--- src/rtl/regfile_port_arbiter_pkg.sv ---
// Shared types for the two-requester register-file port arbiter.
package regfile_port_arbiter_pkg;

    localparam int NUM_REQ = 2;

    typedef enum logic [1:0] {
        IDLE   = 2'd0,
        ACCESS = 2'd1,
        RESP   = 2'd2
    } state_t;

    function automatic logic [NUM_REQ-1:0] onehot2(input logic idx);
        return idx ? 2'b10 : 2'b01;
    endfunction

endpackage

--- src/rtl/regfile_port_arbiter_rr_pick2.sv ---
// Combinational 2-way round-robin picker: on contention the requester that was not served last wins.
module rr_pick2 (
    input  logic [1:0] valid,
    input  logic       last,
    output logic [1:0] grant
);

    always_comb begin
        grant = valid;
        if (&valid) grant = last ? 2'b01 : 2'b10;
    end

endmodule

--- src/rtl/regfile_port_arbiter.sv ---
// Round-robin arbiter sharing one single-port register file between two requesters (ACCEPT -> ACCESS -> RESP).
// Optional REGFILE_ARB_LOCK_EN adds i_w_lock for read-modify-write ownership of the port.
module regfile_port_arbiter
    import regfile_port_arbiter_pkg::*;
#(
    parameter int p_data_width    = 5,
    parameter int p_address_width = 3
) (
    input  logic                         i_w_clk,
    input  logic                         i_w_reset,
    input  logic [1:0]                   i_w_req_valid,
    output logic [1:0]                   o_w_req_ready,
    input  logic [1:0]                   i_w_req_we,
    input  logic [2*p_address_width-1:0] i_w_req_reg,
    input  logic [2*p_data_width-1:0]    i_w_req_data,
    output logic [1:0]                   o_w_rsp_valid,
    input  logic [1:0]                   i_w_rsp_ready,
    output logic [p_data_width-1:0]      o_w_rsp_data,
    output logic [p_address_width-1:0]   o_w_rf_reg,
    output logic [p_data_width-1:0]      o_w_rf_in,
    output logic                         o_w_rf_we,
    output logic                         o_w_rf_oe,
    input  logic [p_data_width-1:0]      i_w_rf_out,
`ifdef REGFILE_ARB_LOCK_EN
    input  logic [1:0]                   i_w_lock,
`endif
    output logic                         o_w_busy
);

    localparam int AW = p_address_width;
    localparam int DW = p_data_width;

    state_t          state;
    logic            last;
    logic            cur;
    logic [1:0]      eligible;
    logic [1:0]      grant;
    logic            pick;
    logic [AW-1:0]   sel_reg;
    logic [DW-1:0]   sel_data;

`ifdef REGFILE_ARB_LOCK_EN
    logic locked;
    logic lock_owner;

    // While locked only the owner may be accepted, regardless of round-robin order.
    assign eligible = locked ? (i_w_req_valid & onehot2(lock_owner)) : i_w_req_valid;
`else
    assign eligible = i_w_req_valid;
`endif

    rr_pick2 u_pick (
        .valid (eligible),
        .last  (last),
        .grant (grant)
    );

    assign pick     = grant[1];
    assign sel_reg  = pick ? i_w_req_reg[2*AW-1:AW]  : i_w_req_reg[AW-1:0];
    assign sel_data = pick ? i_w_req_data[2*DW-1:DW] : i_w_req_data[DW-1:0];

    // Acceptance is the only combinational output; reset forces it low too.
    assign o_w_req_ready = (state == IDLE && !i_w_reset) ? grant : 2'b00;

    always_ff @(posedge i_w_clk or posedge i_w_reset) begin
        if (i_w_reset) begin
            state         <= IDLE;
            last          <= 1'b1;
            cur           <= 1'b0;
            o_w_rsp_valid <= '0;
            o_w_rsp_data  <= '0;
            o_w_rf_reg    <= '0;
            o_w_rf_in     <= '0;
            o_w_rf_we     <= 1'b0;
            o_w_rf_oe     <= 1'b0;
            o_w_busy      <= 1'b0;
`ifdef REGFILE_ARB_LOCK_EN
            locked        <= 1'b0;
            lock_owner    <= 1'b0;
`endif
        end else begin
            case (state)
                IDLE: begin
                    if (|grant) begin
                        cur        <= pick;
                        last       <= pick;
                        o_w_rf_reg <= sel_reg;
                        o_w_rf_we  <= i_w_req_we[pick];
                        o_w_rf_oe  <= ~i_w_req_we[pick];
                        o_w_rf_in  <= i_w_req_we[pick] ? sel_data : '0;
                        o_w_busy   <= 1'b1;
                        state      <= ACCESS;
                    end
                end
                ACCESS: begin
                    // Write acks carry zero data.
                    o_w_rsp_data  <= o_w_rf_oe ? i_w_rf_out : '0;
                    o_w_rsp_valid <= onehot2(cur);
                    o_w_rf_reg    <= '0;
                    o_w_rf_in     <= '0;
                    o_w_rf_we     <= 1'b0;
                    o_w_rf_oe     <= 1'b0;
                    state         <= RESP;
                end
                RESP: begin
                    if (i_w_rsp_ready[cur]) begin
                        o_w_rsp_valid <= '0;
                        o_w_rsp_data  <= '0;
                        o_w_busy      <= 1'b0;
                        state         <= IDLE;
`ifdef REGFILE_ARB_LOCK_EN
                        locked        <= i_w_lock[cur];
                        lock_owner    <= cur;
`endif
                    end
                end
                default: state <= IDLE;
            endcase
        end
    end

endmodule
--- config.mk ---
export PLATFORM = sky130hd
export DESIGN_NAME = regfile_port_arbiter
export DESIGN_NICKNAME = d
export VERILOG_FILES = /design/src/rtl/regfile_port_arbiter_pkg.sv /design/src/rtl/regfile_port_arbiter_rr_pick2.sv /design/src/rtl/regfile_port_arbiter.sv
export SDC_FILE = /design/constraint.sdc
export NUM_CORES = 1
export LEC_CHECK = 0
export ABC_AREA = 1
export BUFFER_PORTS_ARGS = -buffer_cell sky130_fd_sc_hd__buf_2
export CAP_MARGIN = 25
export CORE_MARGIN = 2
export CORE_UTILIZATION = 45
export CTS_CLUSTER_SIZE = 14
export DETAILED_ROUTE_END_ITERATION = 8
export PLACE_DENSITY = 0.86
export SYNTH_ARGS = -nofsm -noshare
export SYNTH_HDL_FRONTEND = slang
export SYNTH_SLANG_ARGS = --single-unit
--- constraint.sdc ---
create_clock -name i_w_clk -period 1.7 [get_ports i_w_clk]
set_input_delay 0.17 -clock i_w_clk [delete_from_list [all_inputs] [get_ports i_w_clk]]
set_output_delay 0.17 -clock i_w_clk [all_outputs]
set_load 0.01 [all_outputs]
==> impl_metrics.toml, run 1 <==
[floorplanning]
die_y_um = 52.87
core-area_sq_um = 2233
dieArea_sq_um = 2795
rows = 17
ios = 49
die_w_um = 52.87
start_util = 0.4812

[synth]
async_flop_share = 1.000
synth_common_cells = "57 x nand2_1, 21 x dfrtp_1, 20 x nand3_1"
syn-instance-count = 131
ys_seq_area_frac = 0.5134
synth_top_flop_cell = "dfrtp_1"
syn_area_sq_um = 1075
ys_types = 18
avgSynthCellArea_sq_um = 8.204
synth_top_cell_area_share = 0.4889
yosysWarnings = 0
yosys.area.top_type = "dfrtp_1"
ys_seq_elements = 22
synth_fp_nets = 160
synth.area.top_cells = "dfrtp_1 49%, nand2_1 20%, nand3_1 9.3%, buf_6 3.1%, nand2_2 2.9%"
yosysMostFrequentCell = "nand2_1"
synth_edf_count = 0

[power_and_ir_drop]
vdd_drop_max_v = 0.0008802
p_leak_nw = 0.8397
powerDensity_nw_per_um2 = 1620
p_total_w = 0.002282

[sta]
worst_pin_slew_ns = 0.4132
layout_setup_ws_ns = 0.1297
slew_violations = 0
setup_viol = 0
timing.final.crit_share = 0.9237
fin_worst_skew_ns = 0.007680
finalHoldViolCount = 0
slew_headroom = 0.7238
finalSetupTns_ns = 0
finalCriticalPeriod_ns = 1.570
rsz0062_at_grt = "no"
fmax_ghz = 0.6368

[routing]
drc_errors = 0
avgViaCountPerCell = 5.033
wl_per_cell_um = 12.35
antenna_left = 0
num_vias = 1062
wirelength_um = 2605
first_iter_violations = 22
dr.pass1.iters = 4

[setup_path]
r2r_start = "last"
setup.worst_path.end_class = "output pin"
required_ns = 1.53
critPathLaunch = "last"
critical_path_class = "reg -> out"
start_kind = "register"
crit_fanout = 7
rrSetupSlack_ns = 0.29
cp.arrival_ns = 1.40

[clocking]
cts.clk_slew.worst_paths_ns = 0.12
cts_tree = "built"
cts_root_buffer = "clkbuf_4"
cts_made_buffers = 3
clock_sinks = 22
clock_tree.htree_level_count = 1
insertion_delay_ns = 0.30
cts_buffer_depth = 2

[finish]
fill_cells = 227
final_core_util = 0.6308
fin_area_sq_um = 1409
fin_nets = 213
antenna_cells = 0
area_delta_synth_final_pct = 31.08
drive_gt1_frac = 0.3716
register_area_sq_um = 553.0
multi_input_area_sq_um = 469.2

[place]
io_buffers = 48
dpl.hpwl_um = 2001
place_ws_ns = 0.2249
place_area_sq_um = 1316
gp_routability_congestion = 0.7820

[global_routing]
grt_pass1_wl_um = 4188
grt_max_degree = 19
grt_overflow = 0
antenna_found_initial = 0
grt_pass1_vias = 1004
grt_usage = 0.2083

[run_status]
status = "finished clean"

[worst_hold_path]
hp-start = "i_w_rf_out[3]"
hp-class = "in -> reg"

[flow_run]
drv_cap = 0
==> cells in the final DEF (no fill, tap or decap), types with 2 or more instances in the layout <==
master,count
nand2_1,57
buf_2,48
nand3_1,20
dfrtp_1,20
nand4_1,5
inv_1,4
nand2_2,4
o21ai_0,4
clkbuf_4,3
buf_4,3
inv_2,2
nor2_1,2
==> power breakdown <==
part / switching (W) / total [W] / leakage [nW] / internal [W]
Combinational: 0.000622 / 0.000980 / 0.529 / 0.000359
Sequential: 0.000152 / 0.000910 / 0.282 / 0.000758
Clock: 0.000153 / 0.000392 / 0.0279 / 0.000238
==> final timing paths <==
kind / end / cells after the start
setup / recovery: o_w_req_ready[1] / 6
hold / removal: o_w_rsp_data[3] / 3
setup reg to reg: o_w_rf_oe / 6
hold reg to reg: o_w_rsp_valid[0] / 1
max in group asynchronous: state[0] / 4
min in group asynchronous: o_w_rf_in[4] / 3
==> cells by family after synthesis <==
logic type / Yosys count / share of synthesized area
AO/OA/AOI/OAI: 6 / 0.04192
buffers and inverters: 11 / 0.06286
flip-flops: 22 / 0.5134
AND/OR/NAND/NOR: 92 / 0.3818
==> final cells by class <==
| cell class | count | share of cell area |
|---|---|---|
| inverters | 7 | 0.01865 |
| well taps | 28 | 0.02487 |
| flip-flops and latches | 22 | 0.3925 |
| clock inverters | 1 | 0.02131 |
| multi-input cells | 98 | 0.3330 |
| repair buffers | 52 | 0.1936 |
| clock buffers | 3 | 0.01599 |
==> metal layers <==
| layer | share of wire | vias up | track usage |
|---|---|---|---|
| met3 | 0.070 | 4 | 0.03672 |
| li1 | - | 524 | - |
| met1 | 0.45 | 487 | 0.2505 |
| met5 | 0 | - | 0 |
| met2 | 0.47 | 47 | 0.3625 |
| met4 | 0.013 | 0 | 0.08974 |
==> per-stage QoR <==
step	hold WS (ns)	std cells
floorplan	0.1585	131
global placement	0.08301	204
detailed placement	0.08534	204
CTS	0.1069	209
global route	0.1055	211
finish	0.1049	211
==> repair_timing <==
action	in CTS	in global routing
pin swaps	0	1
hold buffers	1	0
gates resized for setup	2	2
buffers inserted	0	2
endpoints found under the setup margin	1	1
endpoints found under the hold margin	4	0
==> critical path: stages, from the launching register on <==
cell and delay (ns):
dfstp_2 0.56, nand2_2 0.11, nand2_8 0.10, inv_2 0.07, nand2_1 0.10, nor2_1 0.04, buf_2 0.13
No activity file was read; power rests on OpenSTA's default activity.
==> inputs of run 2 (changes only) <==
--- a/config.mk
+++ b/config.mk
@@ -12,7 +12,7 @@
 export CORE_UTILIZATION = 45
 export CTS_CLUSTER_SIZE = 14
 export DETAILED_ROUTE_END_ITERATION = 8
-export PLACE_DENSITY = 0.86
+export PLACE_DENSITY = 0.77
 export SYNTH_ARGS = -nofsm -noshare
 export SYNTH_HDL_FRONTEND = slang
 export SYNTH_SLANG_ARGS = --single-unit
==> run 2 against run 1 <==
Effect of this change: routed wire length fell by 0.84%; register-to-register slack got worse by 0.06 ns; sequential cell count did not move.
==> impl_metrics.toml, run 2 (synthesized netlist as in run 1, its figures left out) <==
[sta]
slew_violations = 0
finalHoldViolCount = 0
hold_ws_ns = 0.09785
fmax_ghz = 0.6063
finalCriticalPeriod_ns = 1.649
timing.final.crit_share = 0.9703
layout_setup_ws_ns = 0.05056
setup_viol = 0
worst_pin_slew_ns = 0.4642
slew_headroom = 0.6902
fin_worst_skew_ns = 0.01378

[clocking]
cts_made_buffers = 3
clock_sinks = 22
cts.clk_slew.worst_paths_ns = 0.13
insertion_delay_ns = 0.32
cts_buffer_depth = 2
clock_tree.htree_level_count = 1
cts_tree = "built"
cts_root_buffer = "clkbuf_4"

[setup_path]
reg2reg_to = "o_w_rf_in[0]"
r2r_start = "last"
required_ns = 1.53
crit_fanout = 10
critical_path_class = "reg -> out"
cp.arrival_ns = 1.48
rrSetupSlack_ns = 0.23
reg2regPathDepth = 8
setup.worst_path.end_class = "output pin"
start_kind = "register"

[routing]
wl_per_cell_um = 12.01
wirelength_um = 2583
antenna_left = 0
drc_errors = 0
num_vias = 1065
dr.pass1.iters = 4
first_iter_violations = 19
avgViaCountPerCell = 4.953

[power_and_ir_drop]
p_leak_nw = 0.8548
powerDensity_nw_per_um2 = 1603
seqPwrFrac = 0.389
p_clk_frac = 0.174
comb_power_share = 0.437
switching_power_w = 0.0009446
vdd_drop_max_v = 0.001010
p_sw_frac = 0.4071
p_int_w = 0.001376

[floorplanning]
die_w_um = 52.87
dieArea_sq_um = 2795
core-area_sq_um = 2233
die_y_um = 52.87
rows = 17
ios = 49
start_util = 0.4812

[flow_run]
drv_cap = 0

[place]
gp_routability_congestion = 0.8130
place_ws_ns = 0.2298
dpl.hpwl_um = 1884
io_buffers = 48
dp_cells = 204

[global_routing]
grt_pass1_vias = 942
grt_max_degree = 15
grt_usage = 0.1993
grt_pass1_wl_um = 4015
grt_overflow = 0
antenna_found_initial = 0

[finish]
fill_cells = 201
fin_cells = 215
area_delta_synth_final_pct = 34.69
drive_gt1_frac = 0.3904
antenna_cells = 0
fin_nets = 217
final_cell_mix = "57 x nand2_1, 48 x buf_2, 20 x nand3_1, 20 x dfrtp_1, 7 x buf_4"
layout_commonest_cell = "nand2_1"

[worst_hold_path]
whs_path_depth = 3
min_to = "o_w_rsp_data[3]"
hp-start = "i_w_rf_out[3]"
hp-class = "in -> reg"

[run_status]
status = "finished clean"
## run 2: cell count changes in the layout (fill, tap and decap cells not counted)
cell | before | now
inv_2 | 2 | 1
buf_4 | 3 | 7
nor3_1 | 1 | 0
nor3_2 | 0 | 1
clkinvlp_4 | 0 | 1
## run 2: layout make-up
type | count | area (sq um) | area share
clock buffers | 3 | 22.52 | 0.01556
flip-flops and latches | 22 | 553.0 | 0.3820
clock inverters | 1 | 30.03 | 0.02074
multi-input cells | 98 | 474.2 | 0.3276
repair buffers | 56 | 302.8 | 0.2092
inverters | 7 | 30.03 | 0.02074
well taps | 28 | 35.03 | 0.02420
## run 2: metal layers
metal / track usage / vias to the layer above / wire length [um]
met4: 0.08974 / 0 / 61
met1: 0.2514 / 471 / 1112
li1: - / 542 / -
met3: 0.03955 / 7 / 164
met5: 0 / - / 0
met2: 0.3292 / 45 / 1243
## run 2: worst max-delay path, stage by stage (launching register included)
cell and delay, ns:
dfstp_2 0.56, nand2_2 0.11, nand2_8 0.13, clkinvlp_4 0.09, nand2_1 0.10, nor2_1 0.04
buf_2 0.13
## run 2: stage by stage
stage	area [sq um]	total power [W]	util	TNS (ns)
6_report	1448	0.002321	0.6482	0
5_1_grt	1448	0.002518	0.6482	-0.003995
4_1_cts	1395	0.002266	0.6247	0
3_5_place_dp	1316	0.001859	0.5894	0
3_3_place_gp	1316	0.001829	0.5894	0
2_1_floorplan	1075	0.001582	-	0
## run 2: worst max path at each step
stage / end / slack [ns] / from
after floorplan: o_w_rf_in[0] / 0.51 / last
after global placement: o_w_req_ready[1] / 0.29 / last
after detailed placement: o_w_req_ready[1] / 0.23 / last
after CTS: o_w_req_ready[1] / 0.03 / last
after global routing: o_w_req_ready[1] / -0.004 / last
final: o_w_req_ready[1] / 0.05 / last
## run 2: timing repair
| action | CTS | global route |
|---|---|---|
| gates resized for setup | 2 | 3 |
| setup endpoints to repair | 1 | 2 |
| buffers inserted | 1 | 5 |
| hold buffers | 1 | 0 |
| pin swaps | 0 | 1 |
| hold endpoints to repair | 10 | 0 |
## run 2: power groups by stage
| stage | clock (W) | sequential [W] | combinational, W |
|---|---|---|---|
| finish | 0.000404 | 0.000902 | 0.00101 |
| global route | 0.000432 | 0.000928 | 0.00116 |
| CTS | 0.000400 | 0.000900 | 0.000967 |
| detailed placement | 0 | 0.000912 | 0.000947 |
| global placement | 0 | 0.000897 | 0.000931 |
| floorplan | 0 | 0.000969 | 0.000613 |
